[src/rtl/inst_fetch_pkg.sv]
// rtl/inst_fetch_pkg.sv - shared constants, fetch FSM encoding and PC helpers for inst_fetch
package inst_fetch_pkg;

    localparam logic [31:0] RESET_PC_DEFAULT = 32'h0000_0000;
    localparam int          INST_W           = 32;
    localparam logic [31:0] PC_INC           = 32'd4;

    typedef enum logic [1:0] {
        ST_RUN  = 2'd0,
        ST_WAIT = 2'd1,
        ST_DROP = 2'd2
    } fetch_state_e;

    function automatic logic [31:0] align_pc(input logic [31:0] pc);
        return pc & ~32'd3;
    endfunction

endpackage

[src/rtl/fetch_queue.sv]
// rtl/fetch_queue.sv - small FIFO of {instruction, pc} pairs with flush and occupancy count
module fetch_queue
    import inst_fetch_pkg::*;
#(
    parameter int DEPTH = 2
) (
    input  logic                       clk,
    input  logic                       reset,
    input  logic                       push,
    input  logic [INST_W-1:0]          push_code,
    input  logic [31:0]                push_pc,
    input  logic                       pop,
    input  logic                       flush,
    output logic [INST_W-1:0]          head_code,
    output logic [31:0]                head_pc,
    output logic [$clog2(DEPTH):0]     count
);

    localparam int AW = $clog2(DEPTH);
    localparam int CW = AW + 1;
    localparam logic [CW-1:0] FULL = DEPTH[CW-1:0];

    logic [INST_W-1:0] code_mem [DEPTH];
    logic [31:0]       pc_mem   [DEPTH];
    logic [AW-1:0]     rd_ptr;
    logic [AW-1:0]     wr_ptr;
    logic              do_push;
    logic              do_pop;

    assign do_pop  = pop && (count != '0);
    // A push into a full queue is only legal when the head leaves in the same cycle.
    assign do_push = push && ((count != FULL) || do_pop);

    assign head_code = code_mem[rd_ptr];
    assign head_pc   = pc_mem[rd_ptr];

    always_ff @(posedge clk) begin
        if (do_push && !reset && !flush) begin
            code_mem[wr_ptr] <= push_code;
            pc_mem[wr_ptr]   <= push_pc;
        end
    end

    always_ff @(posedge clk) begin
        if (reset || flush) begin
            rd_ptr <= '0;
            wr_ptr <= '0;
            count  <= '0;
        end else begin
            if (do_push) wr_ptr <= wr_ptr + 1'b1;
            if (do_pop)  rd_ptr <= rd_ptr + 1'b1;
            case ({do_push, do_pop})
                2'b10:   count <= count + 1'b1;
                2'b01:   count <= count - 1'b1;
                default: count <= count;
            endcase
        end
    end

endmodule

[src/rtl/inst_fetch.sv]
// rtl/inst_fetch.sv - instruction fetch: PC, single-outstanding memory request FSM and fetch queue
module inst_fetch
    import inst_fetch_pkg::*;
#(
    parameter logic [31:0] RESET_PC = RESET_PC_DEFAULT,
    parameter int          QDEPTH   = 2
) (
    input  logic              clk,
    input  logic              reset,
    input  logic              Redirect,
    input  logic [31:0]       RedirectPC,
    output logic              ImemReq,
    output logic [31:0]       ImemAddr,
    input  logic              ImemGnt,
    input  logic              ImemRValid,
    input  logic [INST_W-1:0] ImemRData,
    output logic              InstValid,
    output logic [INST_W-1:0] InstCode,
    output logic [31:0]       InstPC,
    input  logic              InstReady
);

    localparam int CW = $clog2(QDEPTH) + 1;
    localparam logic [CW:0] QLIM = QDEPTH[CW:0];

    fetch_state_e      state;
    fetch_state_e      state_nxt;
    logic [31:0]       pc;
    logic [31:0]       issue_pc;
    logic [CW-1:0]     occ;
    logic [CW:0]       need;
    logic [INST_W-1:0] head_code;
    logic [31:0]       head_pc;
    logic              in_wait;
    logic              pop;
    logic              fire;
    logic              push;

    assign in_wait = (state == ST_WAIT);
    assign pop     = InstValid && InstReady;

    // Slots committed after this edge: the in-flight word lands in the queue, a pop frees one.
    assign need = {1'b0, occ} + {{CW{1'b0}}, in_wait} - {{CW{1'b0}}, pop};

    assign ImemReq  = !reset && !Redirect && (state != ST_DROP)
                    && ((state == ST_RUN) || ImemRValid) && (need < QLIM);
    assign ImemAddr = pc;
    assign fire     = ImemReq && ImemGnt;
    assign push     = ImemRValid && in_wait && !Redirect;

    assign InstValid = !reset && (occ != '0);
    assign InstCode  = InstValid ? head_code : '0;
    assign InstPC    = InstValid ? head_pc : '0;

    always_ff @(posedge clk) begin
        if (reset) begin
            state    <= ST_RUN;
            pc       <= RESET_PC;
            issue_pc <= '0;
        end else begin
            state <= state_nxt;
            if (Redirect)  pc <= align_pc(RedirectPC);
            else if (fire) pc <= pc + PC_INC;
            if (fire) issue_pc <= pc;
        end
    end

    always_comb begin
        state_nxt = state;
        case (state)
            ST_RUN: begin
                if (fire) state_nxt = ST_WAIT;
            end
            ST_WAIT: begin
                // A response landing in the redirect cycle is dropped right here; otherwise wait it out.
                if (Redirect)        state_nxt = ImemRValid ? ST_RUN : ST_DROP;
                else if (ImemRValid) state_nxt = fire ? ST_WAIT : ST_RUN;
            end
            ST_DROP: begin
                if (ImemRValid) state_nxt = ST_RUN;
            end
            default: state_nxt = ST_RUN;
        endcase
    end

    fetch_queue #(
        .DEPTH(QDEPTH)
    ) u_queue (
        .clk       (clk),
        .reset     (reset),
        .push      (push),
        .push_code (ImemRData),
        .push_pc   (issue_pc),
        .pop       (pop),
        .flush     (Redirect),
        .head_code (head_code),
        .head_pc   (head_pc),
        .count     (occ)
    );

endmodule

[config.mk]
export PLATFORM = sky130hd
export DESIGN_NAME = inst_fetch
export DESIGN_NICKNAME = d
export VERILOG_FILES = /design/src/rtl/inst_fetch_pkg.sv /design/src/rtl/fetch_queue.sv /design/src/rtl/inst_fetch.sv
export SDC_FILE = /design/constraint.sdc
export NUM_CORES = 1
export LEC_CHECK = 0
export CORE_MARGIN = 1
export CORE_UTILIZATION = 46
export DETAILED_ROUTE_END_ITERATION = 8
export GPL_TIMING_DRIVEN = 0
export PLACE_DENSITY_LB_ADDON = 0.1
export SYNTH_ARGS = -nofsm -noshare
export SYNTH_HDL_FRONTEND = slang
export SYNTH_SLANG_ARGS = --single-unit
[constraint.sdc]
create_clock -name clk -period 7.4 [get_ports clk]
set_clock_uncertainty 0.2 [all_clocks]
set_input_delay 1.48 -clock clk [delete_from_list [all_inputs] [get_ports clk]]
set_output_delay 1.48 -clock clk [all_outputs]
set_load 0.02 [all_outputs]
==> impl_metrics.json <==
{
  "status": "complete, no violations",
  "netlist.area_leader.share": 0.474,
  "final_util": 0.629,
  "gr-total-overflow": 0,
  "clkPwrFrac": 0.408,
  "r2r_slack_ps": 2410,
  "vias": 5822,
  "syn-cell-area_sq_um": 7850,
  "dr.pass1.iters": 5,
  "cts_buffers": 17,
  "htree_levels": 4,
  "final_area_sq_um": 10500,
  "hold_violations": 0,
  "fp.dieH_um": 133,
  "rr_worst_depth": 14,
  "reg2reg_to": "ImemAddr[29]$_SDFFE_PP0P_",
  "cap_violations": 0,
  "ys_ff_latch": 191,
  "synth_edf_count": 124,
  "clk_latency_ps": 430,
  "synth.area.top_cells": "edfxtp_1 (47%), dfxtp_1 (17%), mux2i_1 (7.9%), nand2_1 (4.4%), nor2_1 (4.0%)",
  "clockRootBuffer": "clkbuf_16",
  "dp.cells": 1064,
  "track_usage": 0.215,
  "cp.arrival_ps": 5220,
  "hold_buffers": 0,
  "internal-power_mw": 1.71,
  "clock.fmax_mhz": 145,
  "wl_um": 18300,
  "ys_top_cells_by_count": "edfxtp_1 (124), nand2_1 (92), nor2_1 (84), dfxtp_1 (67), mux2i_1 (62)",
  "post-cts-setup-buffer-count": 0,
  "end_kind": "primary output",
  "yosysMostFrequentCell": "edfxtp_1",
  "grt_pass1_wl_um": 29100,
  "dr.first_iter.drc_count": 343,
  "syn_area_per_cell_sq_um": 11.7,
  "ys_seq_area_frac": 0.645,
  "fin_crit_ps": 6900,
  "tritoncts": "built",
  "p_total_mw": 2.20,
  "path_max_fanout": 10,
  "tightest_slew_ps": 1200,
  "p_leak_nw": 3.29,
  "stdcell_count": 1096,
  "core_region_area_sq_um": 16600,
  "detail-route-antenna-nets": 0,
  "setup-violations-final": 0,
  "placed_cell_area_sq_um": 9860,
  "rows": 47,
  "drc": 0,
  "grt_pass1_vias": 5748,
  "powerDensity_nw_per_um2": 211,
  "cp.required_ps": 5720,
  "async_flop_share": 0,
  "yosysUniqueCellTypes": 48,
  "yosys_warnings": 0,
  "crit_type": "input port to primary output",
  "place.gp.congestion": 0.877,
  "numClockSinks": 191,
  "synth_ff_type": "edfxtp_1",
  "holdCritPathClass": "register to register",
  "syn2layout_area_growth_pct": 33.2,
  "port_buffers": 160,
  "fin_crit_sh": 0.933,
  "crit_path_start_kind": "input port",
  "rsz0062_at_grt": "no",
  "start_util": 0.472,
  "antenna_found_initial": 0,
  "dieArea_sq_um": 17600,
  "p_seq_frac": 0.529,
  "cts_resized": 0,
  "clk_pin_slew_ps": 70,
  "dp_hpwl_um": 13300,
  "ioPinCount": 168,
  "min-delay-start": "issue_pc[11]$_SDFFE_PP0P_",
  "hold_path_depth": 0,
  "diodes": 0,
  "via_per_inst": 5.31,
  "switching_share": 0.225,
  "yosys.area.top_type": "edfxtp_1",
  "grt_max_degree": 19,
  "drive_above_1_share": 0.0719,
  "drv_slew": 0,
  "peakVddDrop_uv": 167,
  "dieWidth_um": 133,
  "nets": 937,
  "slew_headroom": 0.196,
  "power_switching_uw": 495,
  "p_comb_frac": 0.063,
  "r2r_start": "u_queue.count[1]$_SDFFE_PP0P_",
  "post_drt_wl_per_cell_um": 16.7,
  "netlist_instances": 671,
  "clockBufferDepth": 2,
  "worstHoldEndpoint": "u_queue.pc_mem[0][11]$_DFFE_PP_"
}
worst max path at each step:
stage / start / to / slack, ps / cells after the start
after floorplan: Redirect / u_queue.code_mem[0][0]$_DFFE_PP_ / 200 / 5
after global placement: Redirect / u_queue.pc_mem[0][29]$_DFFE_PP_ / -2950 / 6
after detailed placement: reset / ImemReq / 510 / 13
after CTS: reset / ImemReq / 460 / 13
after global routing: reset / ImemReq / 250 / 13
final: reset / ImemReq / 500 / 13
cell type report:
| type | count | area (sq um) |
|---|---|---|
| repair buffers | 170 | 1710 |
| inverters | 7 | 26.3 |
| clock inverters | 14 | 143 |
| multi-input cells | 436 | 2620 |
| clock buffers | 18 | 450 |
| plain buffers | 40 | 169 |
| fillers | 1333 | 6180 |
| flip-flops and latches | 191 | 5060 |
| well taps | 220 | 275 |
per-layer routing:
| layer | track usage | share of wire |
|---|---|---|
| met5 | 0 | 0 |
| met4 | 0.102 | 0.021 |
| met3 | 0.0387 | 0.051 |
| met1 | 0.280 | 0.44 |
| met2 | 0.347 | 0.49 |
kinds of logic (layout without fill, tap and decap cells):
logic type                 count (synthesis)  after routing  share of synthesized area
and+or+nand+nor                          266            266                      0.159
DFF                                      191            191                      0.645
AOI/OAI and AO/OA                         83             83                     0.0637
muxes                                     64             64                     0.0819
buffers and inverters                     47            249                     0.0249
xor gates and xnor gates                  15             15                     0.0177
adders and majority gates                  4              4                    0.00733
other                                      1              4                   0.000477
through the flow:
stage          worst slack [ps]  TNS, ps  hold slack, ps
2_1_floorplan               200        0             225
3_3_place_gp              -2950  -364290             233
3_5_place_dp                509        0             243
4_1_cts                     463        0             260
5_1_grt                     249        0             269
6_report                    499        0             259
registers in the layout, summed over array words and instances, names as in the netlist, named ones only:
signal and count:
ImemAddr 30, issue_pc 30, state 2, u_queue.code_mem 64, u_queue.count 2, u_queue.pc_mem 60
u_queue.rd_ptr 1, u_queue.wr_ptr 1
layout by cell type, fill, tap and decap left out, types with 3 or more instances in the layout:
cell type          n
inv_1              7
inv_6              6
nand4_1           17
clkbuf_16         18
a21oi_1           40
nor4_1             5
ha_1               3
and3_1             9
or3_1              8
a211oi_1          10
buf_2              3
xor2_1             9
clkinv_4           3
nor2_1            84
buf_4              5
clkbuf_1          33
or4_1              3
o21ai_0            7
mux2i_1           62
o211ai_1           6
dfxtp_1           67
conb_1             4
and2_1             4
a31oi_1           11
edfxtp_1         124
nor3_1             9
nand3_1           14
nand2_1           92
clkdlybuf4s50_1  160
buf_6              9
xnor2_1            5
or2_2              3
power by group through the flow:
stage | Clock, mW | Sequential (mW) | Combinational, mW
final | 0.900 | 1.17 | 0.138
after global routing | 0.957 | 1.17 | 0.148
after CTS | 0.916 | 1.16 | 0.138
after detailed placement | 0 | 1.19 | 0.137
after global placement | 0 | 1.19 | 0.135
after floorplan | 0 | 1.19 | 0.0480
worst max-delay path: stages:
cell	delay [ps]
buf_2	180
or2_2	140
clkbuf_1	610
inv_1	160
and2_1	210
ha_1	260
nor2_1	80
nand2_1	70
fa_1	450
xor2_1	210
nor4_4	540
and2_1	220
clkdlybuf4s50_1	600
Power figures use the tool's default switching activity.
